`src/rtl/lpr_pkg.sv`:
```
`default_nettype none
// ============================================================================
// Module   : lpr_pkg
// Purpose  : Shared constants, state type and saturating coordinate helpers
//            for the licence-plate box locator.
// Contents : c_coord_w (coordinate width), c_row_th_def / c_min_h_def
//            (default thresholds), state_t (IDLE/SCAN/LATCH), dec_sat/inc_sat.
// Revision : 1.0 - initial release
// ============================================================================
package lpr_pkg;

  localparam int c_coord_w    = 12;
  localparam int c_row_th_def = 20;
  localparam int c_min_h_def  = 8;

  typedef enum logic [1:0] {
    IDLE  = 2'd0,
    SCAN  = 2'd1,
    LATCH = 2'd2
  } state_t;

  // Coordinate minus one, clamped at 0.
  function automatic logic [c_coord_w-1:0] dec_sat(input logic [c_coord_w-1:0] v);
    return (v == '0) ? '0 : v - 1'b1;
  endfunction

  // Coordinate plus one, clamped at the largest coordinate.
  function automatic logic [c_coord_w-1:0] inc_sat(input logic [c_coord_w-1:0] v);
    return (v == '1) ? '1 : v + 1'b1;
  endfunction

endpackage
`default_nettype wire

```
`src/rtl/lpr_row_stat.sv`:
```
`default_nettype none
// ============================================================================
// Module   : lpr_row_stat
// Purpose  : Per-row mask statistics. Counts plate-colour pixels on the
//            active line, remembers the first and last matching column and
//            the row coordinate, and flags the row close (i_de falling edge).
// Ports    : clk, rst_n          - clock, async active-low reset
//            i_en                - accumulate only while set
//            i_de, i_bin         - active-video and mask of current pixel
//            i_hcount, i_vcount  - current pixel coordinates
//            o_row_close         - strobe in the cycle i_de falls
//            o_count             - saturating mask-pixel count of the row
//            o_first, o_last     - first / last matching column
//            o_row_v             - vcount of the row's last active pixel
// Revision : 1.0 - initial release
// ============================================================================
module lpr_row_stat
  import lpr_pkg::*;
(
  input  logic                 clk,
  input  logic                 rst_n,
  input  logic                 i_en,
  input  logic                 i_de,
  input  logic                 i_bin,
  input  logic [c_coord_w-1:0] i_hcount,
  input  logic [c_coord_w-1:0] i_vcount,
  output logic                 o_row_close,
  output logic [c_coord_w-1:0] o_count,
  output logic [c_coord_w-1:0] o_first,
  output logic [c_coord_w-1:0] o_last,
  output logic [c_coord_w-1:0] o_row_v
);

  logic                 r_de_d;
  logic [c_coord_w-1:0] r_cnt;
  logic [c_coord_w-1:0] r_first;
  logic [c_coord_w-1:0] r_last;
  logic [c_coord_w-1:0] r_row_v;
  logic                 w_hit;
  logic                 w_close;

  assign w_hit   = i_en & i_de & i_bin;
  // Stats still hold the whole row in the closing cycle; they clear on its edge.
  assign w_close = r_de_d & ~i_de;

  always_ff @(posedge clk or negedge rst_n) begin
    if (!rst_n) begin
      r_de_d  <= 1'b0;
      r_cnt   <= '0;
      r_first <= '0;
      r_last  <= '0;
      r_row_v <= '0;
    end else begin
      r_de_d <= i_de;
      if (w_close) begin
        r_cnt   <= '0;
        r_first <= '0;
        r_last  <= '0;
      end else if (w_hit) begin
        if (r_cnt != '1) begin
          r_cnt <= r_cnt + 1'b1;
        end
        // A zero count means no match yet on this row (the count never wraps).
        if (r_cnt == '0) begin
          r_first <= i_hcount;
        end
        r_last <= i_hcount;
      end
      if (i_en && i_de) begin
        r_row_v <= i_vcount;
      end
    end
  end

  assign o_row_close = w_close;
  assign o_count     = r_cnt;
  assign o_first     = r_first;
  assign o_last      = r_last;
  assign o_row_v     = r_row_v;

endmodule
`default_nettype wire

```
`src/rtl/lpr_box_locate.sv`:
```
`default_nettype none
// ============================================================================
// Module   : lpr_box_locate
// Purpose  : Locates the bounding box of plate-coloured rows in a video frame
//            and publishes exclusive bounds once per frame.
// Ports    : pixelclk, reset_n         - clock, async active-low reset
//            i_bin                     - plate-colour mask
//            i_hsync, i_vsync, i_de    - video timing (vsync active-high)
//            hcount, vcount            - current pixel coordinates
//            hcount_l/_r, vcount_l/_r  - exclusive box bounds
//            o_box_valid               - bounds describe a detected plate
//            o_frame_done              - one-cycle pulse when bounds update
// Params   : ROW_TH - min mask pixels per qualifying row
//            MIN_H  - min span of qualifying rows for a valid box
// Macro    : LPR_BOX_HOLD_EN - when defined, an invalid frame keeps the
//            previous bounds and o_box_valid instead of zeroing them.
// Revision : 1.0 - initial release
// ============================================================================
module lpr_box_locate
  import lpr_pkg::*;
#(
  parameter int ROW_TH = c_row_th_def,
  parameter int MIN_H  = c_min_h_def
) (
  input  logic                 pixelclk,
  input  logic                 reset_n,
  input  logic                 i_bin,
  input  logic                 i_hsync,
  input  logic                 i_vsync,
  input  logic                 i_de,
  input  logic [c_coord_w-1:0] hcount,
  input  logic [c_coord_w-1:0] vcount,
  output logic [c_coord_w-1:0] hcount_l,
  output logic [c_coord_w-1:0] hcount_r,
  output logic [c_coord_w-1:0] vcount_l,
  output logic [c_coord_w-1:0] vcount_r,
  output logic                 o_box_valid,
  output logic                 o_frame_done
);

  localparam logic [c_coord_w-1:0] c_row_th   = c_coord_w'(ROW_TH);
  localparam logic [c_coord_w-1:0] c_min_h_m1 = c_coord_w'(MIN_H - 1);
`ifdef LPR_BOX_HOLD_EN
  localparam bit c_hold = 1'b1;
`else
  localparam bit c_hold = 1'b0;
`endif

  state_t               r_state;
  logic                 r_vs_d;
  logic                 r_have;
  logic [c_coord_w-1:0] r_top;
  logic [c_coord_w-1:0] r_bot;
  logic [c_coord_w-1:0] r_left;
  logic [c_coord_w-1:0] r_right;
  logic [c_coord_w-1:0] r_hl;
  logic [c_coord_w-1:0] r_hr;
  logic [c_coord_w-1:0] r_vl;
  logic [c_coord_w-1:0] r_vr;
  logic                 r_valid;
  logic                 r_done;

  logic                 w_vs_rise;
  logic                 w_row_close;
  logic [c_coord_w-1:0] w_row_cnt;
  logic [c_coord_w-1:0] w_row_first;
  logic [c_coord_w-1:0] w_row_last;
  logic [c_coord_w-1:0] w_row_v;
  logic                 w_row_qual;
  logic                 w_box_ok;
  logic                 w_load;
  logic                 w_unused;

  // Horizontal sync carries no information this block needs.
  assign w_unused  = i_hsync;
  assign w_vs_rise = i_vsync & ~r_vs_d;

  lpr_row_stat u_row_stat (
    .clk         (pixelclk),
    .rst_n       (reset_n),
    .i_en        (r_state == SCAN),
    .i_de        (i_de),
    .i_bin       (i_bin),
    .i_hcount    (hcount),
    .i_vcount    (vcount),
    .o_row_close (w_row_close),
    .o_count     (w_row_cnt),
    .o_first     (w_row_first),
    .o_last      (w_row_last),
    .o_row_v     (w_row_v)
  );

  // A row closing in the vsync-rise cycle is still taken here, since the
  // state only becomes LATCH on the following edge.
  assign w_row_qual = (r_state == SCAN) && w_row_close && (w_row_cnt >= c_row_th);
  assign w_box_ok   = r_have && (r_bot >= r_top) && ((r_bot - r_top) >= c_min_h_m1);
  assign w_load     = (r_state == LATCH) && (w_box_ok || !c_hold);

  always_ff @(posedge pixelclk or negedge reset_n) begin
    if (!reset_n) begin
      r_state <= IDLE;
      r_vs_d  <= 1'b0;
    end else begin
      r_vs_d <= i_vsync;
      case (r_state)
        IDLE:    if (w_vs_rise) r_state <= SCAN;
        SCAN:    if (w_vs_rise) r_state <= LATCH;
        LATCH:   r_state <= SCAN;
        default: r_state <= IDLE;
      endcase
    end
  end

  always_ff @(posedge pixelclk or negedge reset_n) begin
    if (!reset_n) begin
      r_have  <= 1'b0;
      r_top   <= '0;
      r_bot   <= '0;
      r_left  <= '0;
      r_right <= '0;
    end else if (r_state == LATCH) begin
      r_have  <= 1'b0;
      r_top   <= '0;
      r_bot   <= '0;
      r_left  <= '0;
      r_right <= '0;
    end else if (w_row_qual) begin
      r_have <= 1'b1;
      r_bot  <= w_row_v;
      if (!r_have) begin
        r_top   <= w_row_v;
        r_left  <= w_row_first;
        r_right <= w_row_last;
      end else begin
        if (w_row_first < r_left)  r_left  <= w_row_first;
        if (w_row_last  > r_right) r_right <= w_row_last;
      end
    end
  end

  always_ff @(posedge pixelclk or negedge reset_n) begin
    if (!reset_n) begin
      r_hl    <= '0;
      r_hr    <= '0;
      r_vl    <= '0;
      r_vr    <= '0;
      r_valid <= 1'b0;
      r_done  <= 1'b0;
    end else begin
      r_done <= (r_state == LATCH);
      if (w_load) begin
        r_hl    <= w_box_ok ? dec_sat(r_left)  : '0;
        r_vl    <= w_box_ok ? dec_sat(r_top)   : '0;
        r_hr    <= w_box_ok ? inc_sat(r_right) : '0;
        r_vr    <= w_box_ok ? inc_sat(r_bot)   : '0;
        r_valid <= w_box_ok;
      end
    end
  end

  assign hcount_l     = r_hl;
  assign hcount_r     = r_hr;
  assign vcount_l     = r_vl;
  assign vcount_r     = r_vr;
  assign o_box_valid  = r_valid;
  assign o_frame_done = r_done;

endmodule
`default_nettype wire

```
`config.mk`:
```
export PLATFORM = sky130hd
export DESIGN_NAME = lpr_box_locate
export DESIGN_NICKNAME = d
export VERILOG_FILES = /design/src/rtl/lpr_pkg.sv /design/src/rtl/lpr_row_stat.sv /design/src/rtl/lpr_box_locate.sv
export SDC_FILE = /design/constraint.sdc
export NUM_CORES = 1
export LEC_CHECK = 0
export ABC_AREA = 1
export CAP_MARGIN = 20
export CELL_PAD_IN_SITES_DETAIL_PLACEMENT = 1
export CELL_PAD_IN_SITES_GLOBAL_PLACEMENT = 1
export CORE_ASPECT_RATIO = 0.8
export CORE_MARGIN = 2
export CORE_UTILIZATION = 40
export DETAILED_ROUTE_END_ITERATION = 7
export PLACE_DENSITY = 0.88
export SKIP_CTS_REPAIR_TIMING = 1
export SYNTH_ARGS = -nofsm -noshare
export SYNTH_HDL_FRONTEND = slang
export SYNTH_SLANG_ARGS = --single-unit
```
`constraint.sdc`:
```
create_clock -name pixelclk -period 4.95 [get_ports pixelclk]
set_clock_uncertainty 0.15 [all_clocks]
set_input_delay 0.99 -clock pixelclk [delete_from_list [all_inputs] [get_ports pixelclk]]
set_output_delay 0.99 -clock pixelclk [all_outputs]
set_load 0.02 [all_outputs]
```
==> results.yml, run 1 <==
run_status:
  outcome: "finished, final reports clean"
clock_network:
  cts_tree: "built"
  cts_sinks: 151
  clkTransAtPathRegs_ns: 0.06
  insertion_delay_ns: 0.43
  cts_buffers: 17
  cts-root-buf: "clkbuf_16"
  h-tree-depth: 4
  clockBufferDepth: 2
route:
  avgViaCountPerCell: 5.30
  antenna_left: 0
  drc: 0
  dr.pass1.iters: 5
  wl_um: 25200
  vias: 7642
  routedWlPerCell_um: 17.4
  drtIter0Drc: 597
placement:
  post-place-cells: 1413
  io_buffers: 78
  gp_congestion: 0.896
  hpwl_um: 18000
power_and_ir_drop:
  leakage_nw: 5.08
  powerDensity_nw_per_um2: 617
  ir_drop_mv: 0.232
layout:
  diodes: 0
  multi_input_area_um2: 3990
  area_growth_pct: 19.3
  layout.nets: 1237
  drive_above_1_share: 0.0639
  stdcell_count: 1443
  fillers: 2525
  seq_area_um2: 3780
grt:
  grt_pass1_vias: 8137
  grt_pass1_wl_um: 42300
  antenna_found_initial: 0
  grt_max_degree: 75
  track_usage: 0.235
  grt-ovfl-total: 0
setup_path:
  arrival_ns: 3.51
  critical_path_required_ns: 5.16
  critPathTopFamily: "compound AO/OA/AOI/OAI gates"
  slowest_delay_ns: 0.81
  cp_max_fo: 32
  crit_type: "register to register"
  cp_cell_sequence: "inv_1 > ha_1 > fa_1 > inv_1 > nand3_1 > nand2_1 > o211ai_1 > a21oi_4 > buf_4 > nand3_1 > nand2_1"
  critPathSlowestCell: "a21oi_4"
  end_kind: "register"
  cp-start-kind: "register"
  r2r_slack_ns: 1.65
  worst-path-buf-inv: 3
logic_synthesis:
  synth.largest_area_cell: "dfrtp_1"
  yosys.area_share.simple: 0.286
  muxShareOfSynthArea: 0.0107
  synth-seq-cells: 151
  synth_fa_ha_area_frac: 0.0661
  ys_async_sr_fraction: 1.00
  synth_nets: 1167
  netlist.area_leader.share: 0.447
  netlist_instances: 1093
  ys_top_cells_by_count: "317 x nand2_1, 151 x dfrtp_1, 133 x inv_1, 97 x nand3_1, 83 x nor2_1"
  synth_edf_count: 0
  synth_compound_gate_area_share: 0.0920
  synth_ff_type: "dfrtp_1"
  ys_types: 39
  mappedNetlistArea_um2: 8450
  yosysMostFrequentCell: "nand2_1"
  ys_top_cells_by_area: "dfrtp_1 45%, nand2_1 14%, ha_1 6.4%, inv_1 5.9%, nand3_1 5.7%"
  synth.yosys.seq_area_share: 0.447
  yosysWarnings: 0
  synth_top_family_by_area: "simple AND/OR/NAND/NOR gates"
  synth_area_per_cell_um2: 7.73
  synth-xor-area-share: 0.0176
die:
  rows: 47
  core_area_um2: 20700
  initial_utilization: 0.408
  io_pins: 80
  die_w_um: 166
  die_area_um2: 22300
  die_h_um: 134
timing:
  period_needed_ns: 3.30
  tns_ns: 0
  maxSlewHeadroom: 0.347
  fin_hold_ws_ns: 0.336
  fin_crit_sh: 0.666
  hold_violations: 0
  slew_viol_final: 0
  worst_pin_slew_ns: 0.978
  setup_viol: 0
  grt_setup_unrepaired: "false"
  fmax_mhz: 303
worst_hold_path:
  holdCritPathClass: "register to register"
job:
  cap_violations: 0
-- cell usage in the layout (no fill, tap or decap), types with 4 or more instances in the layout --
cell	Yosys	layout
a21oi_1	30	30
buf_4	2	9
clkbuf_16	0	17
clkbuf_8	0	4
clkdlybuf4s50_1	0	77
dfrtp_1	151	151
ha_1	43	43
inv_1	133	132
inv_2	3	4
mux2_2	8	8
nand2_1	317	317
nand2_2	5	5
nand3_1	97	97
nand3_2	11	11
nand3b_1	5	5
nand4_1	8	8
nor2_1	83	83
nor3_1	20	20
nor4_1	5	5
o21ai_0	76	76
o21ai_1	5	5
o22ai_1	13	13
o31ai_1	4	4
o32ai_1	4	4
xor2_1	16	16
-- stage by stage --
stage | instance area [µm²] | worst slack, ns | utilization | total power, mW
after floorplan | 8450 | 2.61 | - | 3.87
after global placement | 9470 | 1.53 | 0.457 | 4.60
after detailed placement | 9470 | 1.44 | 0.457 | 4.77
after CTS | 10100 | 1.69 | 0.487 | 6.22
after global routing | 10100 | 1.42 | 0.487 | 6.73
final | 10100 | 1.65 | 0.487 | 6.22
-- layer usage --
metal  GRT usage  up-vias  routed length (µm)
li1            -     3678                   -
met5           0        -                   0
met2       0.371      169               11200
met4      0.0618        0                 390
met3      0.0490       31                1040
met1       0.333     3764               12500
-- kinds of logic (layout without fill, tap and decap cells) --
kind of cell               count (synthesis)  in the layout
AOI/OAI and AO/OA                        142            142
DFF                                      151            151
muxes                                      8              8
buffers and inverters                    172            253
and+or+nand+nor                          559            559
xor gates and xnor gates                  17             17
adders and majority gates                 44             44
-- where the power goes --
part	leakage, nW	total (mW)	switching [mW]	internal [mW]
logic	2.77	2.89	1.85	1.04
clock network	0.293	1.37	0.524	0.845
registers	2.02	1.96	0.378	1.58
total	5.08	6.22	2.75	3.47
-- worst paths after layout --
path,start,endpoint,depth (start not counted)
setup / recovery,r_bot[0],hcount_l[1],11
hold / removal,vcount_l[7],vcount_l[7],2
setup reg to reg,r_bot[0],hcount_l[1],11
hold reg to reg,vcount_l[7],vcount_l[7],2
max in group asynchronous,reset_n,r_top[1],2
min in group asynchronous,reset_n,r_left[4],1
-- layout make-up --
class,count,area share
Inverter,136,0.0507
Timing Repair Buffer,87,0.0843
Multi-Input combinational cell,770,0.396
Tap cell,269,0.0334
Sequential cell,151,0.375
Clock buffer,24,0.0488
Clock inverter,6,0.0114
-- worst reg2reg max path: stages, from the launching register on --
cell,delay (ns)
dfrtp_1,0.44
inv_1,0.09
ha_1,0.23
fa_1,0.37
inv_1,0.13
nand3_1,0.11
nand2_1,0.14
o211ai_1,0.15
a21oi_4,0.81
buf_4,0.39
nand3_1,0.12
nand2_1,0.11
Power figures use the tool's default switching activity.
==> inputs of run 2 (changes only) <==
--- a/config.mk
+++ b/config.mk
@@ -11,9 +11,9 @@
 export CELL_PAD_IN_SITES_GLOBAL_PLACEMENT = 1
 export CORE_ASPECT_RATIO = 0.8
 export CORE_MARGIN = 2
-export CORE_UTILIZATION = 40
+export CORE_UTILIZATION = 39
 export DETAILED_ROUTE_END_ITERATION = 7
-export PLACE_DENSITY = 0.88
+export PLACE_DENSITY = 0.89
 export SKIP_CTS_REPAIR_TIMING = 1
 export SYNTH_ARGS = -nofsm -noshare
 export SYNTH_HDL_FRONTEND = slang
==> constraint.sdc (replaced) <==
create_clock -name pixelclk -period 2.7 [get_ports pixelclk]
set_clock_uncertainty 0.15 [all_clocks]
set_input_delay 0.54 -clock pixelclk [delete_from_list [all_inputs] [get_ports pixelclk]]
set_output_delay 0.54 -clock pixelclk [all_outputs]
set_load 0.02 [all_outputs]
==> run 2 against run 1 <==
Compared with the run above: count of clock-buffer cells in the layout down 1; sequential power up 85%; final area up 3.1%; global-route usage up 0.091 points; wire length up 13%; worst hold slack worse by 0.0045 ns; clock power up 70%; critical endpoint is now vcount_r[11]; largest cell class unchanged; largest power group unchanged; highest routed layer unchanged.
==> results.yml, run 2 (synthesis gave the netlist of run 1 again) <==
setup_path:
  crit_end: "vcount_r[11]"
  critical_path_required_ns: 2.87
  arrival_ns: 2.85
  end_kind: "register"
  crit_path_frequent_cell: "nand2_1"
  r2r_slack_ns: 0.02
  cp_cell_sequence: "inv_1 > ha_2 > nand2_1 > inv_1 > a21oi_2 > nand3_1 > nand2_1 > nand2_1 > nor2_2 > nand4_4 > clkbuf_16 > nand3_1 > nand2_1"
  r2r-start: "r_top[7]"
  slowest_delay_ns: 0.41
  rr_endpoint: "vcount_r[11]"
  crit_type: "register to register"
  critPathSlowestCell: "dfrtp_1"
  cp.depth: 13
  startpoint: "r_top[7]"
  worst-path-buf-inv: 3
  cp_max_fo: 6
  reg2reg_depth: 13
  critPathTopFamily: "simple AND/OR/NAND/NOR gates"
  cp-start-kind: "register"
die:
  rows: 48
  die_h_um: 136
  die_area_um2: 22900
  io_pins: 80
  core_area_um2: 21400
  die_w_um: 169
  initial_utilization: 0.394
layout:
  layout.nets: 1257
  diodes: 0
  layout_commonest_cell: "nand2_1"
  drive_above_1_share: 0.104
  final_core_utilization: 0.485
  area_growth_pct: 23.0
  stdcell_area_um2: 10400
  layout_common_cells: "315 x nand2_1, 147 x dfrtp_1, 128 x inv_1"
clock_network:
  cts_buffers: 17
  cts-root-buf: "clkbuf_16"
  cts_tree: "built"
  h-tree-depth: 4
  insertion_delay_ns: 0.43
  clockBufferDepth: 2
  clkTransAtPathRegs_ns: 0.06
  cts_sinks: 151
route:
  routedWlPerCell_um: 19.3
  antenna_left: 0
  vias: 7972
  wl_um: 28300
  avgViaCountPerCell: 5.42
  drc: 0
  dr.pass1.iters: 4
  drtIter0Drc: 587
grt:
  track_usage: 0.236
  grt_pass1_wl_um: 42600
  grt_max_degree: 60
  antenna_found_initial: 0
  grt_pass1_vias: 8097
  grt-ovfl-total: 0
timing:
  hold_violations: 0
  period_needed_ns: 2.68
  setup_viol: 0
  fmax_mhz: 374
  slew_viol_final: 0
  fin_crit_sh: 0.991
  grt_setup_unrepaired: "true"
  maxSlewHeadroom: 0.569
  worst_pin_slew_ns: 0.647
worst_hold_path:
  holdCritPathClass: "register to register"
  min_from: "hcount_l[3]"
placement:
  placed_cell_area_um2: 9600
  gp_congestion: 0.844
  hpwl_um: 18600
  io_buffers: 78
power_and_ir_drop:
  ir_drop_mv: 0.423
  powerDensity_nw_per_um2: 1130
  leakage_nw: 5.20
job:
  cap_violations: 0
run_status:
  outcome: "finished, final reports clean"
## run 2: worst min path at each step
stage,cells after the start,end
floorplan,0,hcount_l[0]
global placement,2,vcount_r[7]
detailed placement,2,hcount_r[0]
CTS,1,hcount_l[2]
global route,2,vcount_r[8]
finish,2,hcount_l[3]
## run 2: metal layers
| layer | wire length [µm] | vias up | global-route usage | part of all wire |
|---|---|---|---|---|
| li1 | - | 3713 | - | - |
| met4 | 504 | 0 | 0.0551 | 0.018 |
| met1 | 13200 | 3982 | 0.324 | 0.47 |
| met5 | 0 | - | 0 | 0 |
| met2 | 13300 | 231 | 0.386 | 0.47 |
| met3 | 1360 | 46 | 0.0488 | 0.048 |
## run 2: final cells by class
class                           count  area [µm²]
Clock inverter                      9        66.3
Tap cell                          275         344
Timing Repair Buffer              107        1100
Inverter                          136         510
Multi-Input combinational cell    770        4090
Sequential cell                   151        3780
Fill cell                        2595       11100
Clock buffer                       23         498
## run 2: power by group
part,switching [mW],internal (mW),total [mW]
logic,3.61,2.13,5.74
registers,0.725,2.91,3.63
clock network,1.03,1.30,2.33
## run 2: worst register-to-register path, cell delays in order, from the launching register on
cell and delay, ns:
dfrtp_1 0.41, inv_1 0.17, ha_2 0.35, nand2_1 0.13
inv_1 0.06, a21oi_2 0.18, nand3_1 0.10, nand2_1 0.07
nand2_1 0.06, nor2_2 0.16, nand4_4 0.27, clkbuf_16 0.29
nand3_1 0.09, nand2_1 0.07
## run 2: per-stage QoR
step / TNS, ns / hold WS, ns / std cells / setup WS (ns) / power (mW)
after detailed placement: 0 / 0.314 / 1430 / 0.0472 / 8.85
after global placement: 0 / 0.313 / 1430 / 0.154 / 8.49
after CTS: 0 / -0.0760 / 1462 / 0.0735 / 11.3
after floorplan: 0 / 0.0944 / 1093 / 0.363 / 7.10
after global routing: -3.38 / 0.356 / 1471 / -0.0976 / 12.6
final: 0 / 0.331 / 1471 / 0.0247 / 11.7
